===== src/rtl/mem_access_ctrl_if.sv =====
// Bundle of the CPU command/data handshakes and the memory port of mem_access_ctrl.
// The master modport is the controller's view; slave is the CPU datapath plus memory side.
interface mem_access_ctrl_if #(
    parameter int DATA_W = 19,
    parameter int ADDR_W = 19,
    parameter int LEN_W  = 4
);
    logic              req_valid;
    logic              req_ready;
    logic              req_write;
    logic [ADDR_W-1:0] req_addr;
    logic [LEN_W-1:0]  req_len;
    logic              wdata_valid;
    logic              wdata_ready;
    logic [DATA_W-1:0] wdata;
    logic              rsp_valid;
    logic [DATA_W-1:0] rsp_data;
    logic              rsp_last;
    logic              done;
    logic              mem_read;
    logic              mem_write;
    logic [ADDR_W-1:0] mem_address;
    logic [DATA_W-1:0] mem_write_data;
    logic [DATA_W-1:0] mem_read_data;

    modport master (
        input  req_valid, req_write, req_addr, req_len,
        input  wdata_valid, wdata, mem_read_data,
        output req_ready, wdata_ready, rsp_valid, rsp_data, rsp_last, done,
        output mem_read, mem_write, mem_address, mem_write_data
    );

    modport slave (
        output req_valid, req_write, req_addr, req_len,
        output wdata_valid, wdata, mem_read_data,
        input  req_ready, wdata_ready, rsp_valid, rsp_data, rsp_last, done,
        input  mem_read, mem_write, mem_address, mem_write_data
    );
endinterface


===== src/rtl/mem_access_ctrl.sv =====
// Burst load/store master for the memory port: one memory operation per cycle with an
// auto-incrementing address, load data returned as a tagged stream plus a done pulse.
module mem_access_ctrl #(
    parameter int DATA_W = 19,
    parameter int ADDR_W = 19,
    parameter int LEN_W  = 4
) (
    input  logic                clk,
    input  logic                rst_n,
    mem_access_ctrl_if.master   bus
);

    typedef enum logic [1:0] {
        IDLE  = 2'd0,
        READ  = 2'd1,
        WRITE = 2'd2,
        DONE  = 2'd3
    } state_e;

    state_e            state_q, state_d;
    logic [ADDR_W-1:0] addr_q, addr_d;
    logic [LEN_W-1:0]  cnt_q, cnt_d;
    logic              dir_q, dir_d;
    logic              rsp_valid_q, rsp_valid_d;
    logic              rsp_last_q, rsp_last_d;
    logic              beat;

    always_comb begin
        state_d     = state_q;
        addr_d      = addr_q;
        cnt_d       = cnt_q;
        dir_d       = dir_q;
        // The memory registers its read data, so the response flags lag the strobe by one cycle.
        rsp_valid_d = (state_q == READ);
        rsp_last_d  = (state_q == READ) && (cnt_q == '0);
        beat        = dir_q ? ((state_q == WRITE) && bus.wdata_valid) : (state_q == READ);

        unique case (state_q)
            IDLE: begin
                if (bus.req_valid) begin
                    addr_d  = bus.req_addr;
                    cnt_d   = bus.req_len;
                    dir_d   = bus.req_write;
                    state_d = bus.req_write ? WRITE : READ;
                end
            end
            READ, WRITE: begin
                if (beat) begin
                    addr_d = addr_q + {{(ADDR_W-1){1'b0}}, 1'b1};
                    if (cnt_q == '0) begin
                        state_d = DONE;
                    end else begin
                        cnt_d = cnt_q - {{(LEN_W-1){1'b0}}, 1'b1};
                    end
                end
            end
            DONE: begin
                state_d = IDLE;
            end
            default: begin
                state_d = IDLE;
            end
        endcase
    end

    always_ff @(posedge clk or negedge rst_n) begin
        if (!rst_n) begin
            state_q     <= IDLE;
            addr_q      <= '0;
            cnt_q       <= '0;
            dir_q       <= 1'b0;
            rsp_valid_q <= 1'b0;
            rsp_last_q  <= 1'b0;
        end else begin
            state_q     <= state_d;
            addr_q      <= addr_d;
            cnt_q       <= cnt_d;
            dir_q       <= dir_d;
            rsp_valid_q <= rsp_valid_d;
            rsp_last_q  <= rsp_last_d;
        end
    end

    // Strobes decode straight from the state register so a reset kills them immediately.
    assign bus.req_ready      = (state_q == IDLE);
    assign bus.wdata_ready    = (state_q == WRITE);
    assign bus.mem_read       = (state_q == READ);
    assign bus.mem_write      = (state_q == WRITE) && bus.wdata_valid;
    assign bus.mem_address    = addr_q;
    assign bus.mem_write_data = bus.wdata;
    assign bus.done           = (state_q == DONE);
    assign bus.rsp_valid      = rsp_valid_q;
    assign bus.rsp_last       = rsp_last_q;
    assign bus.rsp_data       = bus.mem_read_data;

endmodule


===== src/flat_wrapper.sv =====
// flat-port wrapper written by rule: the top's interface ports become plain ports
module mem_access_ctrl_flat 
#(
    parameter int DATA_W = 19,
    parameter int ADDR_W = 19,
    parameter int LEN_W  = 4
)
  (clk, rst_n, bus_req_valid, bus_req_write, bus_req_addr, bus_req_len, bus_wdata_valid, bus_wdata, bus_mem_read_data, bus_req_ready, bus_wdata_ready, bus_rsp_valid, bus_rsp_data, bus_rsp_last, bus_done, bus_mem_read, bus_mem_write, bus_mem_address, bus_mem_write_data);
  mem_access_ctrl_if #(.DATA_W(DATA_W), .ADDR_W(ADDR_W), .LEN_W(LEN_W)) bus_i ();
  input  logic clk;
  input  logic rst_n;
  input wire logic [$bits(bus_i.req_valid)-1:0] bus_req_valid;
  input wire logic [$bits(bus_i.req_write)-1:0] bus_req_write;
  input wire logic [$bits(bus_i.req_addr)-1:0] bus_req_addr;
  input wire logic [$bits(bus_i.req_len)-1:0] bus_req_len;
  input wire logic [$bits(bus_i.wdata_valid)-1:0] bus_wdata_valid;
  input wire logic [$bits(bus_i.wdata)-1:0] bus_wdata;
  input wire logic [$bits(bus_i.mem_read_data)-1:0] bus_mem_read_data;
  output wire logic [$bits(bus_i.req_ready)-1:0] bus_req_ready;
  output wire logic [$bits(bus_i.wdata_ready)-1:0] bus_wdata_ready;
  output wire logic [$bits(bus_i.rsp_valid)-1:0] bus_rsp_valid;
  output wire logic [$bits(bus_i.rsp_data)-1:0] bus_rsp_data;
  output wire logic [$bits(bus_i.rsp_last)-1:0] bus_rsp_last;
  output wire logic [$bits(bus_i.done)-1:0] bus_done;
  output wire logic [$bits(bus_i.mem_read)-1:0] bus_mem_read;
  output wire logic [$bits(bus_i.mem_write)-1:0] bus_mem_write;
  output wire logic [$bits(bus_i.mem_address)-1:0] bus_mem_address;
  output wire logic [$bits(bus_i.mem_write_data)-1:0] bus_mem_write_data;
  assign bus_i.req_valid = bus_req_valid;
  assign bus_i.req_write = bus_req_write;
  assign bus_i.req_addr = bus_req_addr;
  assign bus_i.req_len = bus_req_len;
  assign bus_i.wdata_valid = bus_wdata_valid;
  assign bus_i.wdata = bus_wdata;
  assign bus_i.mem_read_data = bus_mem_read_data;
  assign bus_req_ready = bus_i.req_ready;
  assign bus_wdata_ready = bus_i.wdata_ready;
  assign bus_rsp_valid = bus_i.rsp_valid;
  assign bus_rsp_data = bus_i.rsp_data;
  assign bus_rsp_last = bus_i.rsp_last;
  assign bus_done = bus_i.done;
  assign bus_mem_read = bus_i.mem_read;
  assign bus_mem_write = bus_i.mem_write;
  assign bus_mem_address = bus_i.mem_address;
  assign bus_mem_write_data = bus_i.mem_write_data;
  mem_access_ctrl #(.DATA_W(DATA_W), .ADDR_W(ADDR_W), .LEN_W(LEN_W)) u_core (.clk(clk), .rst_n(rst_n), .bus(bus_i));
endmodule

===== config.mk =====
export PLATFORM = sky130hd
export DESIGN_NAME = mem_access_ctrl_flat
export DESIGN_NICKNAME = d
export VERILOG_FILES = /design/src/rtl/mem_access_ctrl_if.sv /design/src/rtl/mem_access_ctrl.sv /design/src/flat_wrapper.sv
export SDC_FILE = /design/constraint.sdc
export NUM_CORES = 1
export LEC_CHECK = 0
export CORE_ASPECT_RATIO = 1.5
export CORE_MARGIN = 2
export CORE_UTILIZATION = 41
export CTS_BUF_LIST = sky130_fd_sc_hd__clkbuf_4 sky130_fd_sc_hd__clkbuf_8
export DETAILED_ROUTE_END_ITERATION = 16
export PLACE_DENSITY = 0.88
export SYNTH_ARGS = -nofsm -noshare
export SYNTH_HDL_FRONTEND = slang
export SYNTH_SLANG_ARGS = --single-unit

===== constraint.sdc =====
create_clock -name clk -period 3.9 [get_ports clk]
set_input_delay 0.585 -clock clk [delete_from_list [all_inputs] [get_ports clk]]
set_output_delay 0.585 -clock clk [all_outputs]
set_load 0.01 [all_outputs]

==> metrics.csv <==
stage,metric,value,unit
finish,Finished Core Util,49.0,%
finish,count of inserted antenna diode cells,0,
route,wire length on met3,271,µm
finish,synthesis-to-finish area growth,16.8,%
grt,Total Routing Usage GR,18.4,%
critical_path,Register-to-Register Setup Slack,1.13,ns
clock_tree,CTS HTree Levels,1,
timing,accumulated negative setup slack,0,ns
critical_path,Reg2Reg Depth,5,
die,die height,92.0,µm
route,Detailed Routing Iterations Pass 1,4,
timing,number of failing hold endpoints at the final stage,0,
placement,placed instance count,322,
die,I/O pins,130,
grt,vias in the first global route,1870,
clock_tree,"Reg clk slew, reported paths",0.10,ns
critical_path,Crit path arrival time,2.98,ns
critical_path,crit path from,u_core.state_q[0],
logic_synthesis,ys flop type,dfrtp_1,
die,standard-cell row count,32,
grt,largest net degree at the start of global routing,30,
timing,max_slew headroom,33.4,%
critical_path,r2r endpoint,u_core.bus.mem_address[13],
placement,count of port buffers added during placement,53,
power,reported leakage power,0.972,nW
critical_path,Critical path destination,u_core.bus.mem_address[13],
flow_run,Max Cap Viol,0,
finish,net count reported at finish,332,
power,power share of the sequential group,27.7,%
logic_synthesis,Syn Std Cell Area,0.00212,mm²
placement,Post-Place Setup Slack,1.20,ns
power,Tot Pwr,2.43,mW
route,Routed WL per cell,16.2,µm
route,mean number of vias per cell,5.83,
logic_synthesis,part of the Yosys area used for sequential elements,33.1,%
logic_synthesis,number of cells produced by synthesis,247,
critical_path,worst-path fanout max,29,
route,met2 wire length,2760,µm
critical_path,kind of end point of the critical path,flop,
finish,final std cells w/o fill,325,
timing,"Min Clock Period, post-route",2.77,ns
critical_path,kind of launch point of the worst setup path,flop,
timing,minimum setup slack in the final design,1.13,ns
timing,RSZ-0062 raised after global routing,no,
logic_synthesis,Mapped Nets,320,
logic_synthesis,Synth Area per Inst,8.57,µm²
clock_tree,largest buffer count on any clock path,2,
route,uppermost signal routing layer after detailed routing,met4,
worst_hold_path,Hold WC Path Type,reg -> reg,
placement,routability congestion estimate from global placement,0.755,
grt,global-route wire length before repair,8610,µm
power,portion of total power attributed to the clock network,6.8,%
finish,multi-input gate area in the final layout,0.00107,mm²
grt,initial antenna violation count,0,
route,Iteration-0 DRC Markers,69,
logic_synthesis,"Async S/R FF share, synth",100,%
clock_tree,Post-CTS Setup Repair Bufs,0,
logic_synthesis,"area leader, netlist",dfrtp_1,
clock_tree,clock tree sinks,28,
die,die area,0.00577,mm²
die,effective utilization at floorplan,42.0,%
run_status,result of the run,"complete, no violations",
logic_synthesis,top-area cell type share of the netlist area,33.1,%
power,Worst VDD drop,0.471,mV
die,width of the chip,62.7,µm
clock_tree,cells resized by post-CTS repair,0,
timing,highest clock rate,362,MHz
timing,fin crit share,70.9,%
route,post-route ant nets,0,
clock_tree,number of buffers created by CTS,3,
logic_synthesis,Synth area leaders,"dfrtp_1 33%, buf_4 13%, a22oi_1 4.3%",
timing,total of endpoints with negative setup slack in the final report,0,
route,total vias in the final route,1895,
power,power density of the placed cells,981,mW/mm²
power,switching share of total power,48.3,%
grt,total congestion overflow after global routing,0,
finish,most common library cell in the layout ignoring fill and taps,clkdlybuf4s50_1,
clock_tree,clock latency on the worst-skew pair,0.28,ns
route,number of DRC violations after detailed routing,0,
logic_synthesis,Synth Register Bits,28,
clock_tree,TritonCTS clock tree,done,
route,total detailed-routing wirelength,5270,µm
critical_path,worst flop-to-flop path startpoint,u_core.state_q[0],
logic_synthesis,number of distinct library cells after synthesis,47,
critical_path,Critical Setup Path Class,reg -> reg,
logic_synthesis,count of synthesis-stage warnings from yosys,0,
power,relative contribution of combinational cells to total power,65.5,%
logic_synthesis,"EDFF count, synth",0,
route,total routed wire length on the met1 layer,2060,µm
finish,Seq. cell area,701,µm²
finish,"leading cell types in the layout, fill and taps excluded","53 x clkdlybuf4s50_1, 28 x dfrtp_1, 15 x nand3_1",
timing,"Slew Viols, Final",0,
finish,share of final-layout standard cells stronger than drive strength 1,5.06,%
timing,setup clock skew after layout,0.00499,ns
power,power dissipated by switching net loads,1.17,mW
placement,DP HPWL,3740,µm
clock_tree,CTS Root Buffer Type,clkbuf_8,
finish,number of fill cells in the layout,494,
power,internal portion of total power,1.25,mW
clock_tree,number of buffers added to fix hold violations after cts,0,
timing,Worst-Margin Slew,0.999,ns
critical_path,required time worst endpoint,4.11,ns
die,placeable core area,0.00504,mm²
## worst max-delay path, stage by stage (launching register included)
cell     delay, ns
dfrtp_1       0.42
inv_1         0.09
ha_1          0.84
a311o_1       0.95
o22ai_1       0.21
a21oi_1       0.18
## flip-flops by register name, indices dropped and copies added, names as in the netlist
register,count
u_core.state_q,2
u_core.bus.rsp_last,1
u_core.bus.rsp_valid,1
u_core.dir_q,1
u_core.cnt_q,4
u_core.bus.mem_address,19
## cell usage after synthesis, types with 4 or more instances
cell / number
nor2b_1: 5
clkbuf_1: 9
ha_1: 7
or3_1: 4
o21ai_0: 12
nand3_1: 15
dfrtp_1: 28
nor3_1: 8
nor2_1: 11
and2_1: 6
inv_1: 6
nand4_1: 5
buf_4: 38
a22oi_1: 12
a21oi_1: 12
o22ai_1: 6
nand2_1: 13
## layout make-up
type | instances | area share (%)
multi-input combinational | 164 | 43.3
inverter | 6 | 0.910
timing repair buffer | 56 | 22.4
clock buffer | 3 | 1.67
sequential | 28 | 28.3
tap | 68 | 3.44
## kinds of logic after synthesis
group | Yosys count | synth area share, %
AOI/OAI and AO/OA | 66 | 20.7
adders and majority gates | 7 | 4.14
buffers and inverters | 55 | 16.6
DFF | 28 | 33.1
muxes | 2 | 1.00
and+or+nand+nor | 89 | 24.4
## how the worst min path moves through the flow
stage               cells after the start                         to       startpoint
CTS                                     1               u_core.dir_q     u_core.dir_q
global route                            1            u_core.cnt_q[1]  u_core.cnt_q[1]
detailed placement                      1               u_core.dir_q     u_core.dir_q
global placement                        1            u_core.cnt_q[1]  u_core.cnt_q[1]
finish                                  1               u_core.dir_q     u_core.dir_q
floorplan                               0  u_core.bus.mem_address[0]            rst_n
## metrics by stage
| step | instance area, µm² | hold WS, ns |
|---|---|---|
| finish | 2470 | 0.532 |
| global route | 2470 | 0.579 |
| CTS | 2470 | 0.532 |
| detailed placement | 2430 | 0.509 |
| global placement | 2430 | 0.504 |
| floorplan | 2120 | 0.289 |
## power by group through the flow
stage	clock network (mW)	registers [mW]	logic [mW]
4_1_cts	0.163	0.669	1.59
6_report	0.165	0.672	1.59
5_1_grt	0.172	0.708	1.77
2_1_floorplan	0	0.658	1.08
3_5_place_dp	0	0.673	1.58
3_3_place_gp	0	0.668	1.53
## metal layers
layer / vias to the layer above / global-route usage, %
met4: 0 / 11.7
met5: - / 0
li1: 891 / -
met1: 919 / 21.2
met2: 63 / 31.7
met3: 22 / 2.58
No activity file was read; power rests on OpenSTA's default activity.
